--- src/rtl/reg_file_sb.sv ---
// rtl/reg_file_sb.sv - parametrised register file with pending-write scoreboard and flash-clear engine
// Optional REG_FILE_BYPASS_EN: same-cycle write-to-read forwarding on both read ports.
module reg_file_sb #(
  parameter int DATA_W   = 8,
  parameter int ADDR_W   = 4,
  parameter int ZERO_REG = 0
) (
  input  logic              clk,
  input  logic              rst_n,
  input  logic              RegWrite,
  input  logic [ADDR_W-1:0] write_register,
  input  logic [DATA_W-1:0] data_in,
  input  logic [ADDR_W-1:0] raddrA,
  input  logic [ADDR_W-1:0] raddrB,
  output logic [DATA_W-1:0] data_outA,
  output logic [DATA_W-1:0] data_outB,
  input  logic              pend_set,
  input  logic [ADDR_W-1:0] pend_addr,
  output logic              pend_A,
  output logic              pend_B,
  input  logic              clear_req,
  output logic              busy
);

  localparam int DEPTH = 2 ** ADDR_W;
  localparam logic [ADDR_W-1:0] LAST = ADDR_W'(DEPTH - 1);

  typedef enum logic {IDLE, CLEAR} state_t;

  state_t              state, state_nxt;
  logic [ADDR_W-1:0]   ptr;
  logic [DATA_W-1:0]   regs [DEPTH];
  logic [DEPTH-1:0]    pend, pend_nxt;
  logic                wr_acc;
  logic                pend_acc;

  // Writes and scoreboard sets aimed at a hardwired-zero r0 are discarded here.
  assign wr_acc   = RegWrite && (state == IDLE) &&
                    !((ZERO_REG != 0) && (write_register == '0));
  assign pend_acc = pend_set && (state == IDLE) &&
                    !((ZERO_REG != 0) && (pend_addr == '0));

  always_ff @(posedge clk or negedge rst_n) begin
    if (!rst_n) begin
      state <= IDLE;
    end else begin
      state <= state_nxt;
    end
  end

  always_comb begin
    state_nxt = state;
    case (state)
      IDLE:    if (clear_req) state_nxt = CLEAR;
      CLEAR:   if (ptr == LAST) state_nxt = IDLE;
      default: state_nxt = IDLE;
    endcase
  end

  always_ff @(posedge clk or negedge rst_n) begin
    if (!rst_n) begin
      ptr <= '0;
    end else if (state == CLEAR) begin
      ptr <= ptr + 1'b1;
    end else if (clear_req) begin
      ptr <= '0;
    end
  end

  assign busy = (state == CLEAR);

  always_ff @(posedge clk or negedge rst_n) begin
    if (!rst_n) begin
      for (int i = 0; i < DEPTH; i++) regs[i] <= '0;
    end else if (state == CLEAR) begin
      regs[ptr] <= '0;
    end else if (wr_acc) begin
      regs[write_register] <= data_in;
    end
  end

  // A retiring write and a new producer on the same register leave it pending.
  always_comb begin
    pend_nxt = pend;
    if (state == IDLE) begin
      if (clear_req) begin
        pend_nxt = '0;
      end else begin
        if (wr_acc)   pend_nxt[write_register] = 1'b0;
        if (pend_acc) pend_nxt[pend_addr]      = 1'b1;
      end
    end
  end

  always_ff @(posedge clk or negedge rst_n) begin
    if (!rst_n) begin
      pend <= '0;
    end else begin
      pend <= pend_nxt;
    end
  end

  assign pend_A = pend[raddrA];
  assign pend_B = pend[raddrB];

  always_comb begin
    data_outA = regs[raddrA];
    if ((ZERO_REG != 0) && (raddrA == '0)) data_outA = '0;
`ifdef REG_FILE_BYPASS_EN
    if (wr_acc && (raddrA == write_register)) data_outA = data_in;
`endif
  end

  always_comb begin
    data_outB = regs[raddrB];
    if ((ZERO_REG != 0) && (raddrB == '0)) data_outB = '0;
`ifdef REG_FILE_BYPASS_EN
    if (wr_acc && (raddrB == write_register)) data_outB = data_in;
`endif
  end

endmodule

--- config.mk ---
export PLATFORM = sky130hd
export DESIGN_NAME = reg_file_sb
export DESIGN_NICKNAME = d
export VERILOG_FILES = /design/src/rtl/reg_file_sb.sv
export SDC_FILE = /design/constraint.sdc
export NUM_CORES = 1
export LEC_CHECK = 0
export ABC_AREA = 1
export CAP_MARGIN = 20
export CORE_MARGIN = 10
export CORE_UTILIZATION = 61
export DETAILED_ROUTE_END_ITERATION = 10
export PLACE_DENSITY = 0.93
export SYNTH_ARGS = -nofsm -noshare
export SYNTH_HDL_FRONTEND = slang
export SYNTH_SLANG_ARGS = --single-unit
--- constraint.sdc ---
create_clock -name clk -period 1.5 [get_ports clk]
set_input_delay 0.225 -clock clk [delete_from_list [all_inputs] [get_ports clk]]
set_output_delay 0.225 -clock clk [all_outputs]
set_load 0.02 [all_outputs]
==> results of run 1 <==
## layer usage
metal,track usage,overflow
met1,0.657,4
met2,0.827,41
met3,0.579,0
met4,0.646,22
met5,0.251,0
## through the flow
stage          hold slack (ps)  cell area, um2  utilization
4_1_cts                    257           12400        0.823
3_5_place_dp               133           11200        0.744
3_3_place_gp               131           11200        0.744
2_1_floorplan            -70.6            9310            -
## cell usage after synthesis (all sizes together)
cell type and instances:
buf 44, o21ai 21, inv 174, nand4 7, a31oi 1, nand2 475, nor2 24, dfrtp 149
a21oi 2, ha 4, nand3 302, clkinv 4, clkbuf 29, o22ai 112, nor3 2
## cell families after synthesis
kind of cell             Yosys count  share of synthesized area
AND/OR/NAND/NOR                  810                      0.393
buffers and inverters            251                      0.111
flip-flops                       149                      0.400
AO/OA/AOI/OAI                    136                     0.0903
adder cells (fa/ha/maj)            4                    0.00537
## timing repair
| item | 4_1_cts |
|---|---|
| hold buffers | 1 |
| cloned | 1 |
| pin swaps | 84 |
| hold endpoints to repair | 47 |
| setup buffers | 24 |
| setup endpoints to repair | 38 |
| gates resized for setup | 281 |
==> metrics.yaml, run 1 <==
status: "aborted with a tool error"
stop_stage: "global routing"
stop_error: "[ERROR GRT-0232] Routing congestion too high. Check the congestion heatmap in the GUI."
synth_area_leaders: "dfrtp_1 (40%), nand2_1 (18%), nand3_1 (16%)"
yosysUniqueCellTypes: 27
die_h_um: 144
synth_top_area_frac: 0.400
synth.yosys.warnings: 0
overflow: 67
synth.net_count: 1383
gp_congestion: 1.06
synthCells: 1350
ys_seq_elements: 149
cts_buffer_depth: 2
portBuffers: 47
num_io_pins: 48
netlist_area_um2: 9310
h-tree-depth: 4
grt_max_degree: 52
hpwl_mm: 24.0
cts_root_buf: "clkbuf_16"
grt_usage: 0.677
cts_made_buffers: 17
pre_cts_slack_ps: -826
initial_core_util: 0.617
rows: 45
die_w_um: 144
clkSinkCount: 149
yosysTopAreaCell: "dfrtp_1"
yosysSeqAreaShare: 0.400
numPlacedInstances: 1679
avgSynthCellArea_um2: 6.90
==> inputs of run 2 (changes only) <==
--- a/config.mk
+++ b/config.mk
@@ -8,9 +8,9 @@
 export ABC_AREA = 1
 export CAP_MARGIN = 20
 export CORE_MARGIN = 10
-export CORE_UTILIZATION = 61
+export CORE_UTILIZATION = 40
 export DETAILED_ROUTE_END_ITERATION = 10
-export PLACE_DENSITY = 0.93
+export PLACE_DENSITY_LB_ADDON = 0.15
 export SYNTH_ARGS = -nofsm -noshare
 export SYNTH_HDL_FRONTEND = slang
 export SYNTH_SLANG_ARGS = --single-unit
==> metrics.yaml, run 2 <==
status: "complete, but fails checks"
failed_checks: "negative setup slack"
synth.top_cells.by_count: "nand2_1 (446), nand3_1 (302), inv_1 (166), dfrtp_1 (149), o22ai_1 (112)"
critPathTopFamily: "simple AND/OR/NAND/NOR gates"
highest_layer: "met4"
gp_congestion: 0.949  # -11%
synth.yosys.warnings: 0  # unchanged
max_stage_delay_ps: 390
synth_top_area_frac: 0.400  # unchanged
ant_nets: 0
layout_setup_ws_ps: -225
fin_skew_ps: 14.9
dieArea_um2: 29800
layoutNonFillerInstCount: 1931
fin_nets: 1638
insertion_delay_ps: 430
finalHoldViolCount: 0
largest_register: "regs"
avgRoutedWirePerCell_um: 19.9
ys.flop_type: "dfrtp_1"
cts_made_buffers: 17  # unchanged
rows: 55  # +22%
ys_seq_elements: 149  # unchanged
end_kind: "output pin"
yosysUniqueCellTypes: 27  # unchanged
worst_pin_slew_ps: 375
mostFrequentLayoutCells: "nand2_1 (395), buf_4 (204), nand3_1 (183), dfrtp_1 (146), inv_2 (124)"
wl_mm: 38.4
power.leakage_nw: 7.26
core_um2: 22800
cts_tree: "done"
drive_above_1_share: 0.420
vias: 10600
design_area_um2: 14100
cap_violations: 0
grt_max_degree: 50
synth.net_count: 1383  # unchanged
largest_reg_flops: 128
h-tree-depth: 4  # unchanged
yosysTopAreaCell: "dfrtp_1"
synth-edff-count: 0  # unchanged
layout_commonest_cell: "nand2_1"
period_needed_ps: 1720
synthCells: 1350  # unchanged
powerDensity_nw_per_um2: 1340
async_flop_share: 1.00  # unchanged
cp_data_arrival_time_ps: 1500
worst_path_most_repeated_cell: "nand3_2"
antenna_found_initial: 0
slew_viol_final: 0
clock.fmax_ghz: 0.580
num-fill-cells: 2050
synth_most_common_cell: "nand2_1"
path_class: "flop to output pin"
synth_area_leaders: "dfrtp_1 (40%), nand2_1 (18%), nand3_1 (16%)"
start_kind: "flop"
dr_wl_met2_mm: 18.2
numPlacedInstances: 1847  # +10%
fin_crit_sh: 1.15
rsz0062_at_grt: "true"
die_w_um: 173  # +20%
wl_met3_mm: 2.38
crit_chain: "inv_2, nand2_1, nand3_1, nand3_2, nand3_2, nand2_2, buf_6"
first_pass_iters: 6
first_iter_violations: 989
critPathSlowestCell: "dfrtp_1"
num_io_pins: 48  # unchanged
netlist_area_um2: 9310  # unchanged
power_mw: 18.8
report.final.setup_viol: 34
grt_usage: 0.246
yosysSeqAreaShare: 0.400  # unchanged
path_buf_inv: 2
largestRegisters: "regs: 128 flops, pend: 16 flops, ptr: 4 flops"
remaining_drc_errors: 0
hpwl_mm: 26.0  # +8.6%
grt_pass1_vias: 10000
worstPathRequired_ps: 1270
peakVddDrop_uv: 782
antenna_cells: 0
viasPerCell: 5.47
portBuffers: 47  # unchanged
overflow: 0
dpl_cell_area_um2: 11800  # +5.0%
crit_fanout: 3
avgSynthCellArea_um2: 6.90  # unchanged
clkSinkCount: 149  # unchanged
initial_core_util: 0.409  # -0.208
clk_pin_slew_worst_paths_ps: 70
area_growth_pct: 51.1
hold_class: "input port to async pin"
cts_root_buf: "clkbuf_16"
drt-met1-wl_mm: 16.0
grt_pass1_wl_mm: 58.4
die_h_um: 173  # +20%
slew_headroom: 0.750
cts_buffer_depth: 2  # unchanged
-- run 2: cell counts after synthesis --
No cell type changed its count.
-- run 2: power by group --
| group | switching, mW | leakage, nW | internal (mW) | total (mW) |
|---|---|---|---|---|
| Sequential | 0.537 | 2.05 | 4.94 | 5.48 |
| Combinational | 4.79 | 4.91 | 3.83 | 8.63 |
| Clock | 1.89 | 0.302 | 2.81 | 4.70 |
-- run 2: layer usage --
metal	global-route usage	vias to the layer above
met4	0.103	0
met1	0.314	5051
met3	0.0403	104
met5	0	-
li1	-	4940
met2	0.406	465
-- run 2: final cells by class --
type                       count  area, um2  area share
clock buffer                  18        429      0.0305
clock inverter                14        198      0.0140
inverter                     178        681      0.0484
multi-input combinational    951       5570       0.396
sequential                   149       3730       0.265
tap                          313        392      0.0278
timing repair buffer         308       3070       0.218
-- run 2: per-stage QoR --
stage	hold slack, ps	util	TNS [ps]	worst slack (ps)
6_report	262	0.618	-3920	-225
4_1_cts	277	0.584	-3150	-216
3_3_place_gp	160	0.518	-32610	-888
2_1_floorplan	-70.6	-	0	112
3_5_place_dp	158	0.518	-35440	-885
5_1_grt	288	0.618	-5390	-271
-- run 2: repair_timing --
item,4_1_cts,5_1_grt
hold buffers,1,0
endpoints found under the setup margin,64,84
gates cloned,5,0
hold endpoints to repair,28,0
setup buffers,27,20
pin swaps,83,50
resized for setup,314,166
-- run 2: kinds of logic after synthesis --
logic type | Yosys count | synth area share
AND/OR/NAND/NOR | 810 | 0.393
flip-flops | 149 | 0.400
adder cells (fa/ha/maj) | 4 | 0.00537
buffers and inverters | 251 | 0.111
AO/OA/AOI/OAI | 136 | 0.0903
-- run 2: path summary, 6_finish.rpt --
check,start,endpoint,slack (ps),cells past startpoint
worst min-delay path,rst_n,regs[5],260,2
worst max register to register,ptr[1],regs[57],-90,6
max in group asynchronous,rst_n,busy,680,3
worst min register to register,regs[51],regs[51],520,2
worst max-delay path,regs[71],data_outA[7],-220,7
min in group clk,regs[51],regs[51],520,2
No activity file was read; power rests on OpenSTA's default activity.
